`src/rtl/alu_mc.sv`:
```
`default_nettype none
// ============================================================================
//  Module   : alu_mc
//  Brief    : Multi-cycle integer execute unit. Single-cycle base ALU ops plus
//             iterative RV M-extension multiply (shift-add) and divide
//             (restoring), with valid/ready handshakes on input and output.
//  Revision : 1.0  initial release
// ============================================================================
module alu_mc #(
  parameter int XLEN = 32,
  parameter int SHW  = $clog2(XLEN)
) (
  input  logic            clk,
  input  logic            rst_n,
  input  logic            flush,
  input  logic            in_valid,
  output logic            in_ready,
  input  logic [4:0]      op,
  input  logic [XLEN-1:0] in1,
  input  logic [XLEN-1:0] in2,
  output logic            out_valid,
  input  logic            out_ready,
  output logic [XLEN-1:0] out
);

  // Operation codes
  localparam logic [4:0] c_OP_ADD    = 5'd0;
  localparam logic [4:0] c_OP_SUB    = 5'd1;
  localparam logic [4:0] c_OP_AND    = 5'd2;
  localparam logic [4:0] c_OP_OR     = 5'd3;
  localparam logic [4:0] c_OP_XOR    = 5'd4;
  localparam logic [4:0] c_OP_SLL    = 5'd5;
  localparam logic [4:0] c_OP_SRL    = 5'd6;
  localparam logic [4:0] c_OP_SRA    = 5'd7;
  localparam logic [4:0] c_OP_LT     = 5'd8;
  localparam logic [4:0] c_OP_LTU    = 5'd9;
  localparam logic [4:0] c_OP_EQ     = 5'd10;
  localparam logic [4:0] c_OP_MULH   = 5'd17;
  localparam logic [4:0] c_OP_MULHSU = 5'd18;
  localparam logic [4:0] c_OP_DIV    = 5'd20;
  localparam logic [4:0] c_OP_REM    = 5'd22;

  localparam logic [SHW-1:0]  c_CNT_LAST = SHW'(XLEN - 1);
  localparam logic [XLEN-1:0] c_MOST_NEG = {1'b1, {(XLEN-1){1'b0}}};

  typedef enum logic [1:0] {
    S_IDLE = 2'd0,
    S_BUSY = 2'd1,
    S_DONE = 2'd2
  } state_t;

  state_t            r_state;
  state_t            w_state_nxt;
  logic [SHW-1:0]    r_cnt;
  logic [2:0]        r_op;      // low bits of the captured mul/div op
  logic [XLEN-1:0]   r_mcand;   // multiplicand / divisor magnitude
  logic [XLEN-1:0]   r_hi;      // product high half / partial remainder
  logic [XLEN-1:0]   r_lo;      // multiplier then product low half / quotient
  logic              r_neg_q;   // negate product or quotient at finish
  logic              r_neg_r;   // negate remainder at finish
  logic [XLEN-1:0]   r_out;

  // ---------------------------------------------------------------------------
  // Accept-cycle decode
  // ---------------------------------------------------------------------------
  logic              w_accept;
  logic              w_is_mul;
  logic              w_is_div;
  logic              w_sa;
  logic              w_sb;
  logic              w_a_neg;
  logic              w_b_neg;
  logic [XLEN-1:0]   w_a_mag;
  logic [XLEN-1:0]   w_b_mag;
  logic              w_div_zero;
  logic              w_div_ovf;
  logic              w_special;
  logic              w_iter;
  logic [XLEN-1:0]   w_spec_res;
  logic [XLEN-1:0]   w_base;
  logic [SHW-1:0]    w_shamt;

  assign w_accept   = in_valid && (r_state == S_IDLE) && !flush;
  assign w_is_mul   = (op[4:2] == 3'b100);
  assign w_is_div   = (op[4:2] == 3'b101);
  // in1 is signed for MULH, MULHSU, DIV, REM; in2 for MULH, DIV, REM
  assign w_sa       = (op == c_OP_MULH) || (op == c_OP_MULHSU) ||
                      (op == c_OP_DIV)  || (op == c_OP_REM);
  assign w_sb       = (op == c_OP_MULH) || (op == c_OP_DIV) || (op == c_OP_REM);
  assign w_a_neg    = w_sa && in1[XLEN-1];
  assign w_b_neg    = w_sb && in2[XLEN-1];
  assign w_a_mag    = w_a_neg ? (~in1 + 1'b1) : in1;
  assign w_b_mag    = w_b_neg ? (~in2 + 1'b1) : in2;
  assign w_div_zero = w_is_div && (in2 == '0);
  assign w_div_ovf  = ((op == c_OP_DIV) || (op == c_OP_REM)) &&
                      (in1 == c_MOST_NEG) && (in2 == '1);
  assign w_special  = w_div_zero || w_div_ovf;
  assign w_iter     = (w_is_mul || w_is_div) && !w_special;
  assign w_shamt    = in2[SHW-1:0];

  // Special-case divide results: op[1] separates REM/REMU from DIV/DIVU
  always_comb begin
    w_spec_res = '0;
    if (w_div_zero) begin
      w_spec_res = op[1] ? in1 : '1;
    end else if (w_div_ovf) begin
      w_spec_res = op[1] ? '0 : in1;
    end
  end

  // Single-cycle base operation result; unknown codes give zero
  always_comb begin
    w_base = '0;
    case (op)
      c_OP_ADD: w_base = in1 + in2;
      c_OP_SUB: w_base = in1 - in2;
      c_OP_AND: w_base = in1 & in2;
      c_OP_OR:  w_base = in1 | in2;
      c_OP_XOR: w_base = in1 ^ in2;
      c_OP_SLL: w_base = in1 << w_shamt;
      c_OP_SRL: w_base = in1 >> w_shamt;
      c_OP_SRA: w_base = $unsigned($signed(in1) >>> w_shamt);
      c_OP_LT:  w_base = {{(XLEN-1){1'b0}}, ($signed(in1) < $signed(in2))};
      c_OP_LTU: w_base = {{(XLEN-1){1'b0}}, (in1 < in2)};
      c_OP_EQ:  w_base = {{(XLEN-1){1'b0}}, (in1 == in2)};
      default:  w_base = '0;
    endcase
  end

  // ---------------------------------------------------------------------------
  // Iteration datapath
  // ---------------------------------------------------------------------------
  logic [XLEN:0]     w_sum;
  logic [XLEN-1:0]   w_mul_hi;
  logic [XLEN-1:0]   w_mul_lo;
  logic [XLEN:0]     w_shift;
  logic [XLEN:0]     w_diff;
  logic              w_ge;
  logic [XLEN-1:0]   w_div_hi;
  logic [XLEN-1:0]   w_div_lo;
  logic [XLEN-1:0]   w_hi_nxt;
  logic [XLEN-1:0]   w_lo_nxt;
  logic [2*XLEN-1:0] w_prod;
  logic [XLEN-1:0]   w_quo;
  logic [XLEN-1:0]   w_rem;
  logic [XLEN-1:0]   w_fin;

  // Shift-add: add multiplicand on multiplier LSB, shift the pair right
  assign w_sum    = {1'b0, r_hi} + (r_lo[0] ? {1'b0, r_mcand} : '0);
  assign w_mul_hi = w_sum[XLEN:1];
  assign w_mul_lo = {w_sum[0], r_lo[XLEN-1:1]};

  // Restoring divide: bring in next dividend bit, trial-subtract the divisor.
  // The shifted remainder is always below twice the divisor, so bit XLEN of
  // the difference is a clean borrow flag.
  assign w_shift  = {r_hi, r_lo[XLEN-1]};
  assign w_diff   = w_shift - {1'b0, r_mcand};
  assign w_ge     = !w_diff[XLEN];
  assign w_div_hi = w_ge ? w_diff[XLEN-1:0] : w_shift[XLEN-1:0];
  assign w_div_lo = {r_lo[XLEN-2:0], w_ge};

  assign w_hi_nxt = r_op[2] ? w_div_hi : w_mul_hi;
  assign w_lo_nxt = r_op[2] ? w_div_lo : w_mul_lo;

  // Sign fix-up applied to the values produced by the last iteration
  assign w_prod   = r_neg_q ? (~{w_hi_nxt, w_lo_nxt} + 1'b1) : {w_hi_nxt, w_lo_nxt};
  assign w_quo    = r_neg_q ? (~w_lo_nxt + 1'b1) : w_lo_nxt;
  assign w_rem    = r_neg_r ? (~w_hi_nxt + 1'b1) : w_hi_nxt;

  // Final result selection: MUL takes the low half, MULH* the high half
  always_comb begin
    w_fin = '0;
    if (r_op[2]) begin
      w_fin = r_op[1] ? w_rem : w_quo;
    end else begin
      w_fin = (r_op[1:0] == 2'b00) ? w_prod[XLEN-1:0] : w_prod[2*XLEN-1:XLEN];
    end
  end

  // ---------------------------------------------------------------------------
  // Control FSM
  // ---------------------------------------------------------------------------
  // State register
  always_ff @(posedge clk or negedge rst_n) begin
    if (!rst_n) begin
      r_state <= S_IDLE;
    end else begin
      r_state <= w_state_nxt;
    end
  end

  // Next-state decode; flush overrides every other transition
  always_comb begin
    w_state_nxt = r_state;
    case (r_state)
      S_IDLE: if (in_valid) w_state_nxt = w_iter ? S_BUSY : S_DONE;
      S_BUSY: if (r_cnt == c_CNT_LAST) w_state_nxt = S_DONE;
      S_DONE: if (out_ready) w_state_nxt = S_IDLE;
      default: w_state_nxt = S_IDLE;
    endcase
    if (flush) begin
      w_state_nxt = S_IDLE;
    end
  end

  // Operand capture, iteration and result register
  always_ff @(posedge clk or negedge rst_n) begin
    if (!rst_n) begin
      r_cnt   <= '0;
      r_op    <= '0;
      r_mcand <= '0;
      r_hi    <= '0;
      r_lo    <= '0;
      r_neg_q <= 1'b0;
      r_neg_r <= 1'b0;
      r_out   <= '0;
    end else if (w_accept) begin
      r_cnt   <= '0;
      r_op    <= op[2:0];
      r_mcand <= w_b_mag;
      r_hi    <= '0;
      r_lo    <= w_a_mag;
      r_neg_q <= w_a_neg ^ w_b_neg;
      r_neg_r <= w_a_neg;
      if (!w_iter) begin
        r_out <= w_special ? w_spec_res : w_base;
      end
    end else if ((r_state == S_BUSY) && !flush) begin
      r_hi  <= w_hi_nxt;
      r_lo  <= w_lo_nxt;
      r_cnt <= r_cnt + SHW'(1);
      if (r_cnt == c_CNT_LAST) begin
        r_out <= w_fin;
      end
    end
  end

  assign in_ready  = (r_state == S_IDLE);
  assign out_valid = (r_state == S_DONE);
  assign out       = r_out;

endmodule
`default_nettype wire

```
`config.mk`:
```
export PLATFORM = sky130hd
export DESIGN_NAME = alu_mc
export DESIGN_NICKNAME = d
export VERILOG_FILES = /design/src/rtl/alu_mc.sv
export SDC_FILE = /design/constraint.sdc
export NUM_CORES = 1
export LEC_CHECK = 0
export CAP_MARGIN = 20
export CORE_MARGIN = 5
export CORE_UTILIZATION = 25
export DETAILED_ROUTE_END_ITERATION = 8
export GPL_ROUTABILITY_DRIVEN = 0
export GPL_TIMING_DRIVEN = 0
export PLACE_DENSITY_LB_ADDON = 0.1
export SLEW_MARGIN = 10
export SYNTH_ARGS = -nofsm -noshare
export SYNTH_HDL_FRONTEND = slang
export SYNTH_SLANG_ARGS = --single-unit
export TNS_END_PERCENT = 30
```
`constraint.sdc`:
```
create_clock -name clk -period 9.3 [get_ports clk]
set_input_delay 1.395 -clock clk [delete_from_list [all_inputs] [get_ports clk]]
set_output_delay 1.395 -clock clk [all_outputs]
set_load 0.02 [all_outputs]
```
==> results of run 1 <==
metrics by stage:
step,std cells,setup slack (ps)
floorplan,3280,2766
global placement,4639,-617.4
detailed placement,4649,-39.26
CTS,4681,442.3
global route,4681,47.31
finish,4683,85.79
state kept, by name (all words and copies together) (netlist names):
name / count
r_op: 3
r_state: 2
r_neg_r: 1
r_cnt: 5
r_mcand: 32
r_neg_q: 1
out: 32
r_hi: 32
r_lo: 32
cells by family after synthesis:
logic type | share of synthesized area (%)
compound gates | 31.65
buf+inv | 6.446
fa+ha+maj | 9.284
mux | 8.490
xor+xnor | 6.670
simple gates | 22.56
flops | 14.90
final cells by class:
cell class | instances | area, um2
repair buffers | 115 | 1140
fillers | 10558 | 66440
clock buffers | 17 | 425.4
well taps | 1254 | 1569
clock inverters | 15 | 197.7
flip-flops and latches | 140 | 3503
plain buffers | 237 | 933.4
diodes | 2 | 5.005
inverters | 155 | 581.8
multi-input cells | 2748 | 18540
critical path, cell delays in order:
cell and delay, ps:
clkdlybuf4s50_1 450, clkbuf_1 290, inv_2 400, buf_1 630
clkbuf_1 580, clkbuf_1 740, ha_1 370, clkbuf_1 220
nand2b_1 200, a21oi_1 200, o21ai_0 190, a311oi_1 740
a211oi_1 390, o311ai_0 1010, a211oi_1 240, o21ai_0 400
mux2i_1 240, nor2_1 120, a221o_1 400, a311oi_1 220
a22o_1 160
synthesized netlist by cell type (all sizes together) (12+ instances only):
cell / instances / area, um2
nand3: 60 / 305.3
a221oi: 26 / 234.0
clkbuf: 189 / 709.4
o21a: 19 / 142.6
nand2: 342 / 1286
a22o: 21 / 183.9
a211o: 12 / 105.1
dfrtp: 140 / 3503
o21ai: 296 / 1481
a21oi: 291 / 1460
a2111oi: 16 / 177.7
ha: 168 / 2102
o31ai: 36 / 284.0
o221ai: 20 / 181.4
o211ai: 71 / 533.0
o2111ai: 13 / 113.9
nor2: 320 / 1206
buf: 48 / 224.0
a22oi: 27 / 202.7
nor2b: 25 / 156.4
o41ai: 14 / 130.1
and3: 21 / 131.4
mux2i: 79 / 790.8
or2: 18 / 112.6
xnor2: 140 / 1226
a21o: 36 / 270.3
nand2b: 27 / 168.9
and2: 51 / 321.6
xor2: 39 / 341.6
a31oi: 57 / 356.6
o22ai: 19 / 118.9
nor3b: 14 / 110.1
o21bai: 23 / 172.7
inv: 154 / 578.1
or3: 31 / 193.9
a211oi: 43 / 337.8
nor4: 33 / 227.7
nand4: 48 / 306.5
nor3: 92 / 471.7
a311oi: 13 / 132.6
mux4: 48 / 1081
power by group through the flow:
| stage | registers [uW] | clock network (uW) | logic [uW] |
|---|---|---|---|
| 3_5_place_dp | 901 | 0 | 2690 |
| 6_report | 894 | 757 | 2770 |
| 5_1_grt | 907 | 794 | 2930 |
| 4_1_cts | 890 | 771 | 2700 |
| 2_1_floorplan | 879 | 0 | 1630 |
| 3_3_place_gp | 900 | 0 | 2700 |
routing by layer:
layer  wire length, um  GRT usage, %  vias to the layer above
met3             11820         4.313                      327
met1             61230         37.33                    13643
met4              9513         15.08                        2
li1                  -             -                    12416
met2             62080         43.14                     1570
met5                12             0                        -
path summary, 6_finish.rpt:
| kind | start | to | cells after the start |
|---|---|---|---|
| max | in2[2] | out[28] | 21 |
| min | out[0] | out[0] | 2 |
| max reg2reg | r_op[2] | out[16] | 17 |
| min reg2reg | out[0] | out[0] | 2 |
| max in group asynchronous | rst_n | r_lo[19] | 2 |
| min in group asynchronous | rst_n | r_hi[19] | 1 |
==> metrics.txt, run 1 <==
post-layout min period=9214 ps; worst path arrival time=9610 ps; CTS H-Tree Depth=4; hold_buf cts=0; gr ovfl total=0; Core Region=93330 um2; Net count, final=3660; antenna violations before repair=4; Crit Path Max Fanout=11; R2R setup slack=880 ps; die area=100300 um2; CTS Buf Count=17; yosys warns=0; drt drc=0; Max Cap Violations=0; actual slew at the worst max-slew pin=1192 ps; antenna viol nets, final=0; post-CTS sizing=0; clk slew on worst S/H paths=70 ps; layout cells sized above 1=5.340%; DRT iter0 DRCs=3534; Combinational Power Share=62.6%; Async S/R FF share, synth=100.0%; syn avg cell area=7.166 um2; via/cell ratio=5.970; Worst Path Required=9700 ps; via count=27.96k; final instance area=26890 um2; Crit Path Class=primary input to flop; final hold slack=495.5 ps; setup violators final=0; Sw Ratio=53.60%; Tcrit/Tclk final=99.08%; DRT Pass-1 Iters=6; Longest Clk Path Bufs=2; vias in the first global route=26.75k; first-pass GRT wire length=203300 um; CP Capture Type=flop; setup TNS after final layout=0 ps; worst skew pair latency=480 ps; area grow syn2layout=14.42%; total wire length=144700 um; Post-synth EDFFs=0; Clk pwr share=17.1%; Post-DP Area=26270 um2; commonest non-fill, non-tap cells in the layout=nand2_1 (341), nor2_1 (318), o21ai_0 (292), a21oi_1 (290), clkbuf_1 (189); sequential share of power=20.2%; Final Util=28.82%; number of I/O pins=108; largest net degree at the start of global routing=96; count of cell types in the netlist=101; Worst Hold Class=flop to flop; Max Clk Rate=108.5 MHz; CP Launch Type=primary input; status=finished, final reports clean; HPWL Detailed=118100 um; headroom to the max-slew limit=20.55%; GRT Total Usage=27.87%; Max Clock Skew=23.27 ps; Int Power=2050 uW; clock sink count=140; RSZ-0062 raised after global routing=false; Starting Density=25.19%; WL/cell=30.89 um; Synth Cell Area=23510 um2; die height=316.6 um; Post-CTS Setup Bufs=0; most common cell after layout, fill and taps aside=nand2_1; Max VDD drop=0.1131 mV; IO buf count=105; TritonCTS clock tree=built; dominant synthesized flop cell=dfrtp_1; CTS root buf=clkbuf_16; row count=112; Static Leak=0.01031 uW; total power=4419 uW; Seq/Total Area, Yosys=14.90%; pwr/cell area=164.3 nW/um2; syn nets=3526; NetSw=2369 uW; Slew Limit Fails=0; Syn Inst Count=3280; final-report hold violation count=0; Die Wd=316.6 um; Yosys reg bits=140
No activity file was read; power rests on OpenSTA's default activity.
==> run 2: changes to the inputs <==
Settings changed: REMOVE_ABC_BUFFERS set to 1.
==> metrics.txt, run 2 (synthesis results as in run 1) <==
status=finished, final reports clean; layout cells sized above 1=6.900%; post-layout min period=8100 ps; met3 wire length=5261 um; total wire length=119600 um; M1 wire length=54540 um; Longest Clk Path Bufs=2; Core Region=93330 um2; hold_buf cts=0; Die Wd=316.6 um; Worst Path Required=9690 ps; largest net degree at the start of global routing=82; final hold slack=490.0 ps; buffer and inverter count on the worst path=3; antenna violations before repair=1; TritonCTS clock tree=built; die height=316.6 um; Crit Path Max Fanout=7; worst-path cell chain=inv_1 -> ha_1 -> inv_1 -> fa_1 -> a211oi_1 -> o211ai_1 -> a21oi_1 -> nand4_1 -> o31ai_4 -> nor3_2 -> buf_4 -> a21oi_1 -> ha_1 -> o21ai_0 -> nor2_1 -> nand3_1 -> nor2_1 -> o311ai_0 -> nor2_1 -> nand4_1 -> nor4_1 -> a31oi_1 -> o211ai_1 -> o221a_2; most common cell after layout, fill and taps aside=nand2_1; vias in the first global route=24.70k; DRT iter0 DRCs=2170; first-pass GRT wire length=173200 um; number of I/O pins=108; Slew Limit Fails=0; CTS root buf=clkbuf_16; CP Capture Type=flop; worst path arrival time=8500 ps; Tcrit/Tclk final=87.10%; drt drc=0; die area=100300 um2; area grow syn2layout=13.35%; Worst Hold Class=flop to flop; DR WL met2=56070 um; Post-DP Area=26060 um2; Max Clk Rate=123.5 MHz; CP dominant cell by count=nor2_1; pwr/cell area=157.0 nW/um2; final-report hold violation count=0; IO buf count=107; FILL cells=10.38k; worst skew pair latency=460 ps; setup TNS after final layout=0 ps; CTS Buf Count=17; CP Launch Type=flop; crit-path leading delay family=simple AND/OR/NAND/NOR gates; clock sink count=140; via count=25.51k; Finished Layout Cells=4487; final instance area=26640 um2; headroom to the max-slew limit=23.91%; Post-CTS Setup Bufs=0; Cells after DPL=4453; CTS H-Tree Depth=4; gr ovfl total=0; Max Cap Violations=0; commonest non-fill, non-tap cells in the layout=nand2_1 (339), nor2_1 (313), o21ai_0 (291), a21oi_1 (290), ha_1 (168); post-CTS sizing=0; Top Layer Used=met4; row count=112; Crit Path Class=flop to flop; WL/cell=26.66 um; Net count, final=3465; antenna viol nets, final=0; Max VDD drop=0.1490 mV; Max Clock Skew=21.98 ps; Starting Density=25.19%; Max stage delay on crit path=760 ps; clk slew on worst S/H paths=80 ps; RSZ-0062 raised after global routing=false; actual slew at the worst max-slew pin=1137 ps; setup violators final=0; GRT Total Usage=23.01%; via/cell ratio=5.684; HPWL Detailed=94900 um; highest-delay cell along the critical path=nor2_1; DRT Pass-1 Iters=6; Static Leak=0.01032 uW
==> run 2: changes by cell type in the layout (fill, tap and decap cells not counted), sizes merged <==
cell and delta:
clkbuf -188, clkinvlp -1, bufinv -2, clkdlybuf4s50 -4, inv +3, buf -4, diode -1, clkdlybuf4s18 +1
==> run 2: area by class of cell <==
cell class / instances / area, um2 / share of cell area [%]
Multi-Input combinational cell: 2748 / 18580 / 69.75
Sequential cell: 140 / 3508 / 13.17
Timing Repair Buffer: 157 / 1821 / 6.833
Tap cell: 1254 / 1569 / 5.889
Inverter: 155 / 584.3 / 2.193
Clock buffer: 17 / 425.4 / 1.597
Clock inverter: 15 / 150.1 / 0.5635
Antenna cell: 1 / 2.502 / 0.009392
==> run 2: where the power goes <==
group	internal, uW	switching (uW)	leakage, uW	total [uW]
combinational	918	1620	0.00830	2540
sequential	732	197	0.00173	929
clock	359	356	0.000287	715
total	2010	2170	0.0103	4180
==> run 2: final timing paths <==
path / start / end / slack [ps] / cells after the start
min reg2reg: out[0] / out[0] / 490 / 2
min in group asynchronous: rst_n / r_mcand[4] / 910 / 1
min: out[0] / out[0] / 490 / 2
max in group asynchronous: rst_n / r_neg_q / 7520 / 2
max reg2reg: r_lo[31] / out[30] / 1200 / 24
max: r_lo[31] / out[30] / 1200 / 24
==> run 2: worst register-to-register path, delay by kind of cell (launching register included) <==
kind	cells	cell delay, ps
and+or+nand+nor	8	3130
buffers and inverters	3	610
AOI/OAI and AO/OA	10	2910
DFF	1	520
adders and majority gates	3	860
==> run 2: per-layer routing <==
layer | global-route usage [%] | vias up
met5 | 0 | -
met4 | 6.869 | 0
met3 | 1.765 | 127
met2 | 38.68 | 879
met1 | 31.68 | 12460
li1 | - | 12039
==> run 2: through the flow <==
stage	power (uW)	util (%)	setup WS [ps]
after global placement	3419	27.01	-5749
after global routing	4446	28.54	899.9
after floorplan	2438	-	2102
after detailed placement	3439	27.92	1240
after CTS	4178	28.54	1205
final	4182	28.55	1200
